<file path="src/rtl/ntt_stream_adapter.sv">
// Streaming adapter around the forward NTT core: loads one frame, starts the core, drains results.
// Define NTT_ADAPTER_BITREV_OUT_EN to read results in bit-reversed address order (natural-order output).
module ntt_stream_adapter #(
  parameter int N          = 256,
  parameter int WIDTH      = 32,
  parameter int ADDR_WIDTH = 8
) (
  input  logic                  clk,
  input  logic                  rst_n,
  input  logic                  s_valid,
  output logic                  s_ready,
  input  logic [WIDTH-1:0]      s_data,
  input  logic                  s_last,
  output logic                  m_valid,
  input  logic                  m_ready,
  output logic [WIDTH-1:0]      m_data,
  output logic                  m_last,
  output logic                  ntt_load_coeff,
  output logic [ADDR_WIDTH-1:0] ntt_load_addr,
  output logic [WIDTH-1:0]      ntt_load_data,
  output logic                  ntt_start,
  input  logic                  ntt_done,
  input  logic                  ntt_busy,
  output logic [ADDR_WIDTH-1:0] ntt_read_addr,
  input  logic [WIDTH-1:0]      ntt_read_data,
  output logic                  len_err,
  output logic [1:0]            dbg_state_o
);

  // Both streams: a beat transfers on a rising edge where valid && ready; valid never
  // waits on ready, and an offered output beat stays stable until it is taken.

  typedef enum logic [1:0] {
    ST_LOAD   = 2'd0,
    ST_START  = 2'd1,
    ST_WAIT   = 2'd2,
    ST_UNLOAD = 2'd3
  } state_t;

  localparam logic [ADDR_WIDTH-1:0] LAST_IDX = ADDR_WIDTH'(N - 1);
  localparam logic [ADDR_WIDTH:0]   N_CNT    = (ADDR_WIDTH + 1)'(N);

  state_t                  state_q, state_d;
  logic [ADDR_WIDTH-1:0]   wr_cnt_q, wr_cnt_d;
  logic [ADDR_WIDTH:0]     rd_ptr_q, rd_ptr_d;
  logic [ADDR_WIDTH-1:0]   out_cnt_q, out_cnt_d;
  logic [ADDR_WIDTH-1:0]   raddr_q;
  logic                    ntt_start_q, ntt_start_d;
  logic                    wait_armed_q, wait_armed_d;
  logic                    len_err_q, len_err_d;
  logic                    inflight_q, inflight_last_q;

  logic [WIDTH-1:0]        fifo_data_q [2];
  logic [1:0]              fifo_last_q;
  logic                    fifo_wptr_q, fifo_rptr_q;
  logic [1:0]              fifo_cnt_q;

  logic                    pop, push, issue, issue_last;
  logic [1:0]              occ_total;
  logic [ADDR_WIDTH-1:0]   rd_idx, issue_addr;

`ifdef NTT_ADAPTER_BITREV_OUT_EN
  function automatic logic [ADDR_WIDTH-1:0] bitrev(input logic [ADDR_WIDTH-1:0] a);
    logic [ADDR_WIDTH-1:0] r;
    for (int i = 0; i < ADDR_WIDTH; i++) r[i] = a[ADDR_WIDTH-1-i];
    return r;
  endfunction
`endif

  assign rd_idx = rd_ptr_q[ADDR_WIDTH-1:0];
`ifdef NTT_ADAPTER_BITREV_OUT_EN
  assign issue_addr = bitrev(rd_idx);
`else
  assign issue_addr = rd_idx;
`endif

  // Output FIFO bookkeeping: a read issued this cycle lands in the FIFO next cycle,
  // so the in-flight slot counts against the two entries.
  assign m_valid    = (fifo_cnt_q != 2'd0);
  assign m_data     = fifo_data_q[fifo_rptr_q];
  assign m_last     = m_valid && fifo_last_q[fifo_rptr_q];
  assign pop        = m_valid && m_ready;
  assign push       = inflight_q;
  assign occ_total  = fifo_cnt_q + {1'b0, inflight_q};
  assign issue      = (state_q == ST_UNLOAD) && (rd_ptr_q < N_CNT) &&
                      (occ_total < (2'd2 + {1'b0, pop}));
  assign issue_last = (rd_idx == LAST_IDX);

  assign ntt_read_addr = issue ? issue_addr : raddr_q;
  assign ntt_load_addr = wr_cnt_q;
  assign ntt_load_data = s_data;
  assign ntt_start     = ntt_start_q;
  assign len_err       = len_err_q;
  assign dbg_state_o   = state_q;

  always_comb begin
    state_d        = state_q;
    wr_cnt_d       = wr_cnt_q;
    rd_ptr_d       = rd_ptr_q;
    out_cnt_d      = out_cnt_q;
    len_err_d      = len_err_q;
    ntt_start_d    = 1'b0;
    wait_armed_d   = 1'b0;
    s_ready        = 1'b0;
    ntt_load_coeff = 1'b0;
    case (state_q)
      ST_LOAD: begin
        s_ready        = !ntt_busy;
        ntt_load_coeff = s_valid && !ntt_busy;
        if (s_valid && !ntt_busy) begin
          // s_last only flags a length mismatch; the frame is always N beats.
          if (s_last != (wr_cnt_q == LAST_IDX)) len_err_d = 1'b1;
          if (wr_cnt_q == LAST_IDX) begin
            wr_cnt_d    = '0;
            ntt_start_d = 1'b1;
            state_d     = ST_START;
          end else begin
            wr_cnt_d = wr_cnt_q + ADDR_WIDTH'(1);
          end
        end
      end
      ST_START: state_d = ST_WAIT;
      ST_WAIT: begin
        // The first WAIT cycle ignores done; the core may still show the previous frame's.
        wait_armed_d = 1'b1;
        if (wait_armed_q && ntt_done && !ntt_busy) state_d = ST_UNLOAD;
      end
      ST_UNLOAD: begin
        if (issue) rd_ptr_d = rd_ptr_q + (ADDR_WIDTH + 1)'(1);
        if (pop) begin
          if (out_cnt_q == LAST_IDX) begin
            out_cnt_d = '0;
            rd_ptr_d  = '0;
            state_d   = ST_LOAD;
          end else begin
            out_cnt_d = out_cnt_q + ADDR_WIDTH'(1);
          end
        end
      end
      default: state_d = ST_LOAD;
    endcase
  end

  always_ff @(posedge clk or negedge rst_n) begin
    if (!rst_n) begin
      state_q      <= ST_LOAD;
      wr_cnt_q     <= '0;
      rd_ptr_q     <= '0;
      out_cnt_q    <= '0;
      ntt_start_q  <= 1'b0;
      wait_armed_q <= 1'b0;
      len_err_q    <= 1'b0;
    end else begin
      state_q      <= state_d;
      wr_cnt_q     <= wr_cnt_d;
      rd_ptr_q     <= rd_ptr_d;
      out_cnt_q    <= out_cnt_d;
      ntt_start_q  <= ntt_start_d;
      wait_armed_q <= wait_armed_d;
      len_err_q    <= len_err_d;
    end
  end

  always_ff @(posedge clk or negedge rst_n) begin
    if (!rst_n) begin
      raddr_q         <= '0;
      inflight_q      <= 1'b0;
      inflight_last_q <= 1'b0;
      fifo_last_q     <= '0;
      fifo_wptr_q     <= 1'b0;
      fifo_rptr_q     <= 1'b0;
      fifo_cnt_q      <= '0;
    end else begin
      inflight_q      <= issue;
      inflight_last_q <= issue && issue_last;
      if (issue) raddr_q <= issue_addr;
      if (push) begin
        fifo_last_q[fifo_wptr_q] <= inflight_last_q;
        fifo_wptr_q              <= ~fifo_wptr_q;
      end
      if (pop) fifo_rptr_q <= ~fifo_rptr_q;
      case ({push, pop})
        2'b10:   fifo_cnt_q <= fifo_cnt_q + 2'd1;
        2'b01:   fifo_cnt_q <= fifo_cnt_q - 2'd1;
        default: fifo_cnt_q <= fifo_cnt_q;
      endcase
    end
  end

  // Payload storage needs no reset; validity is carried by fifo_cnt_q.
  always_ff @(posedge clk) begin
    if (push) fifo_data_q[fifo_wptr_q] <= ntt_read_data;
  end

endmodule
</file>
<file path="config.mk">
export PLATFORM = sky130hd
export DESIGN_NAME = ntt_stream_adapter
export DESIGN_NICKNAME = d
export VERILOG_FILES = /design/src/rtl/ntt_stream_adapter.sv
export SDC_FILE = /design/constraint.sdc
export NUM_CORES = 1
export LEC_CHECK = 0
export CORE_MARGIN = 2
export CORE_UTILIZATION = 36
export CTS_CLUSTER_SIZE = 40
export DETAILED_ROUTE_END_ITERATION = 6
export GPL_TIMING_DRIVEN = 0
export HOLD_SLACK_MARGIN = 0.08
export PLACE_DENSITY = 0.66
export RECOVER_POWER = 25
export SLEW_MARGIN = 20
export SYNTH_ARGS = -nofsm -noshare
export SYNTH_HDL_FRONTEND = slang
export SYNTH_SLANG_ARGS = --single-unit
export TNS_END_PERCENT = 50
</file>
<file path="constraint.sdc">
create_clock -name clk -period 3.05 [get_ports clk]
set_input_delay 0.61 -clock clk [delete_from_list [all_inputs] [get_ports clk]]
set_output_delay 0.61 -clock clk [all_outputs]
set_load 0.01 [all_outputs]
</file>
* After elaboration in Yosys (flattened, before gate mapping)
Memory sizes are Yosys's and may differ from the RTL's.
Cells that the tools add are included.
** Word-level totals
- Bits in registers :: 46
- Bits in latches :: 0
- RAM bits :: 64
- Memory bits (read-only) :: 0
- Input bits :: 71
- Logic and storage cells :: 86
- Memories kept :: 1
** Memory list
- fifo_data_q :: depth 2, bits a word 32, read ports 1, clocked after memory_dff 0, write ports 1, RTL line 53 : logic [WIDTH-1:0] fifo_data_q [2];
** Cells by class
- Add/subtract/negate cells :: 7
- $mul :: 0
- Divide/modulo/power cells :: 0
- $lt $le $gt $ge :: 5
- Equal/unequal tests :: 14
- Shifts and indexed selects :: 0
- Muxes and demuxes :: 26
- Bitwise gates (word level) :: 2
- Reductions and logical operators :: 17
** Operators by type and width (count)
- two-way mux 9 bit :: 3
- equality test 8 bit, second input constant :: 3
- two-way mux 8 bit :: 3
- adder 8 x 1 -> 8 bit, second input constant :: 2
- two-way mux 1 bit :: 11
- two-way mux 2 bit :: 5
- adder 9 x 1 -> 9 bit, second input constant :: 1
- logical AND 1 bit :: 9
- less-than comparator 9 bit, second input constant :: 1
- inequality test 2 bit, second input constant :: 4
- one-hot mux 2 bit (4 select lines) :: 1
- equality test 2 bit, second input constant :: 3
- AND reduction 5 bit :: 1
- equality test 2 x 1 -> 1 bit, second input constant :: 2
- less-than comparator 1 x 2 -> 1 bit, second input constant :: 2
- one-hot mux 2 bit (2 select lines) :: 1
- AND reduction 2 bit :: 2
- nonzero test 2 bit :: 2
- AND reduction 3 bit :: 1
- adder 2 x 1 -> 2 bit :: 1
- adder 2 x 1 -> 2 bit, first input constant :: 1
- adder 2 x 1 -> 2 bit, second input constant :: 1
- bitwise mux 2 bit :: 1
- zero test 2 bit :: 1
- other kinds (8) :: 9

* Depth between registers and ports, before layout
- Word-level depth :: 8
- Mapped depth :: 7
- Depth with buffers taken out :: 6

* Worst setup path before layout
Ideal clock, no wire load.
- Path kind :: register to register
- From :: register inflight_q
- To :: register fifo_last_q[0]
- Library setup time :: 0.125 ns
- Arrival time :: 2.284 ns
- Required time :: 2.925 ns
- Path slack :: 0.641 ns
- Cell stages (with the launch flop) :: 4
- Period minus slack after synthesis :: 2.409 ns
- Cells stage by stage :: dfrtp_1 > inv_1 > nor2_1 > mux2_2
** RTL lines
- from (decl) :: RTL line 51 : logic inflight_q, inflight_last_q;
- from (signal assigned) :: RTL line 174 : inflight_q <= issue;
- to (signal, indexed assignment) :: RTL line 178 : fifo_last_q[fifo_wptr_q] <= inflight_last_q;
- to (decl) :: RTL line 54 : logic [1:0] fifo_last_q;

* Worst setup path after layout
- From :: input port m_ready
- To :: output port ntt_read_addr[4]
** On the way
- Cells in the longest elaborated chain, start to end :: 5
** Ends and longest elaborated chain
- from (decl) :: RTL line 15 : input logic m_ready,
- logical AND 1 bit :: RTL line 82 : assign pop = m_valid && m_ready;
- adder 2 x 1 -> 2 bit :: RTL line 86 : (occ_total < (2'd2 + {1'b0, pop}));
- less-than comparator 2 bit :: RTL line 86
- logical AND 1 bit :: RTL line 85 : assign issue = (state_q == ST_UNLOAD) && (rd_ptr_q < N_CNT) &&
- two-way mux 8 bit
- to (decl) :: RTL line 24 : output logic [ADDR_WIDTH-1:0] ntt_read_addr,
Every way passes these cells.

==> results.ini <==
[final_layout]
stdcell_area_um2 = 6670
final_cells = 673
diodes = 0
syn_to_final_growth_pct = 42.0
fin_util_pct = 52.6
drive_gt1_share_pct = 22.6
nets = 575

[routing]
vias = 3195
antenna_left = 0
drc = 0
routed_wl_um = 9540
drtIter0Drc = 237
dr.pass1.iters = 4
wl_per_cell_um = 14.2
post_drt_via_cell_ratio = 4.75

[cts]
clock_sinks = 110
insertion_delay_ns = 0.35
clkSlewWorstSetupHoldPaths_ns = 0.07
clk_path_buf_depth = 2
postCtsHoldBufs = 0
htree_levels = 3
tritoncts = done
cts_buffers = 9
cts-root-buf = clkbuf_16

[global_routing]
grt_max_degree = 25
gr-total-overflow = 0
grtUsageTotal_pct = 13.9
grt_pass1_vias = 3229
grt_pass1_wl_um = 15400
antenna_found_initial = 0

[setup_path]
critPathKind = in2out
worstPathArrival_ns = 2.38
path_cells = clkdlybuf4s50_1, nand2b_1, a211o_1, clkbuf_8, nand2_1, nand2_1, clkdlybuf4s50_1
cp.buffers_inverters = 3
worstSetupStartpoint = m_ready
slowest_stage = clkdlybuf4s50_1
path_delay_family = buffers and inverters
path_max_fanout = 10
worstReg2RegStart = inflight_q
worst_setup_path_start_kind = input port
slowest_delay_ns = 0.52
end_kind = output port
required_ns = 2.44

[sta]
finalClockSkew_ns = 0.00561
final-hold-violation-count = 0
tightest_slew_ns = 1.31
tns_ns = 0
relSlewSlack_pct = 13.0
setup_viol = 0
finalCritPeriodShare_pct = 98.1
fmax_ghz = 0.334
rsz0062_at_grt = true
fin_hold_ws_ns = 0.459
timing.final.crit_period_ns = 2.99
maxSlewViolCount = 0

[placed_design]
placement.io_buffers = 126
place_hpwl_um = 6840
place_inst = 644
place_area_um2 = 6250
globalplace.congestion = 0.792

[min_path]
hp-start = len_err
hp-class = reg2reg

[synthesis]
ys_types = 39
syn_area_per_cell_um2 = 13.7
yosysWarnings = 0
synth_edf_count = 64
synth-seq-area-share_pct = 65.4
synth_top_area_cell = edfxtp_1
synthMostInstantiatedCell = edfxtp_1
netlist_top_cells_area = edfxtp_1 (41%), dfrtp_1 (25%), mux2_2 (8.9%)
synthFlopType = edfxtp_1
synth_seq_cells = 110
synthCells = 343
yosys.area.top_type_share_pct = 40.9
synth_nets = 422
async_flop_share_pct = 41.8
syn_area_um2 = 4700
synthTopCellsByCount = edfxtp_1 (64), dfrtp_1 (46), mux2_2 (37)

[floorplan]
die_area_um2 = 14000
io-pin-count = 159
die_h_um = 118
coreArea_um2 = 12700
die_x_um = 118
rows = 41
start_util_pct = 37.1

[power_and_ir_drop]
vdd_ir_drop_max_mv = 0.400
power_density_nw_per_um2 = 817
p_leak_nw = 2.65

[run_status]
status = finished, final reports clean

[run]
drv_cap = 0

==> cells by family (layout without fill, tap and decap cells) <==
group / after synthesis / count (layout) / synth area share [%]
AO/OA/AOI/OAI: 36 / 36 / 5.01
XOR/XNOR: 17 / 17 / 3.17
adder cells (fa/ha/maj): 8 / 8 / 2.13
buffers and inverters: 49 / 207 / 6.50
flip-flops: 110 / 110 / 65.4
multiplexers: 39 / 39 / 9.30
AND/OR/NAND/NOR: 84 / 84 / 8.47
==> area by class of cell <==
type                    instances  area, um^2
multi-input cells             184        1350
flip-flops and latches        110        3070
repair buffers                142        1400
plain buffers                  39         283
clock buffers                   9         225
well taps                     172         215
clock inverters                 7        88.8
inverters                      10        37.5
fillers                      1095        6000
==> path summary, 6_finish.rpt <==
| kind | end | slack [ns] | depth (start not counted) |
|---|---|---|---|
| min in group asynchronous | dbg_state_o[1] | 0.52 | 1 |
| setup reg to reg | rd_ptr_q[0] | 0.42 | 14 |
| hold reg to reg | len_err | 0.46 | 1 |
| max in group asynchronous | rd_ptr_q[7] | 0.82 | 2 |
| setup / recovery | ntt_read_addr[4] | 0.06 | 7 |
| hold / removal | len_err | 0.46 | 1 |
==> through the flow <==
stage / power (mW) / setup WS, ns
2_1_floorplan: 3.19 / 0.641
3_3_place_gp: 4.11 / -0.307
3_5_place_dp: 4.19 / -0.296
4_1_cts: 5.51 / 0.00368
5_1_grt: 5.78 / -0.0575
6_report: 5.45 / 0.0568
==> sequential cells by signal (all words and copies together) (netlist names) <==
register and flops:
dbg_state_o 2, fifo_last_q 2, len_err 1, rd_ptr_q 9
fifo_wptr_q 1, fifo_rptr_q 1, ntt_start 1, inflight_last_q 1
fifo_data_q 64, fifo_cnt_q 2, ntt_load_addr 8, inflight_q 1
wait_armed_q 1, raddr_q 8, out_cnt_q 8
==> routing by layer <==
layer  up-vias  share of wire, %  track usage [%]
met5         -                 0                0
met4         0               1.6             5.27
met3        12               6.4             3.81
met2       137                48             22.6
met1      1535                44             17.7
li1       1511                 -                -
==> repair_timing <==
| action | CTS | global route |
|---|---|---|
| gates resized for setup | 12 | 10 |
| endpoints found under the setup margin | 16 | 26 |
| buffers inserted | 11 | 2 |
| gates cloned | 0 | 0 |
==> report_power, final <==
| part | internal (mW) | switching (mW) | leakage [nW] |
|---|---|---|---|
| Sequential | 1.94 | 0.184 | 1.15 |
| Combinational | 1.15 | 0.940 | 1.34 |
| Clock | 0.659 | 0.569 | 0.152 |
==> layout by cell type, fill, tap and decap left out, types with 3 or more instances in the layout <==
cell	count
o31ai_1	4
clkbuf_2	4
xor2_1	6
o21ai_0	12
a21oi_1	6
dlygate4sd3_1	14
or3_1	4
clkbuf_16	9
nor2_1	15
buf_4	45
edfxtp_1	64
nand4_1	8
dlygate4sd2_1	5
nor3_1	3
inv_8	3
mux2_2	37
xnor2_1	10
nand3_1	8
clkdlybuf4s50_1	104
ha_1	6
nand2_1	32
inv_1	9
dfrtp_1	46
clkbuf_1	3
Power figures use the tool's default switching activity.
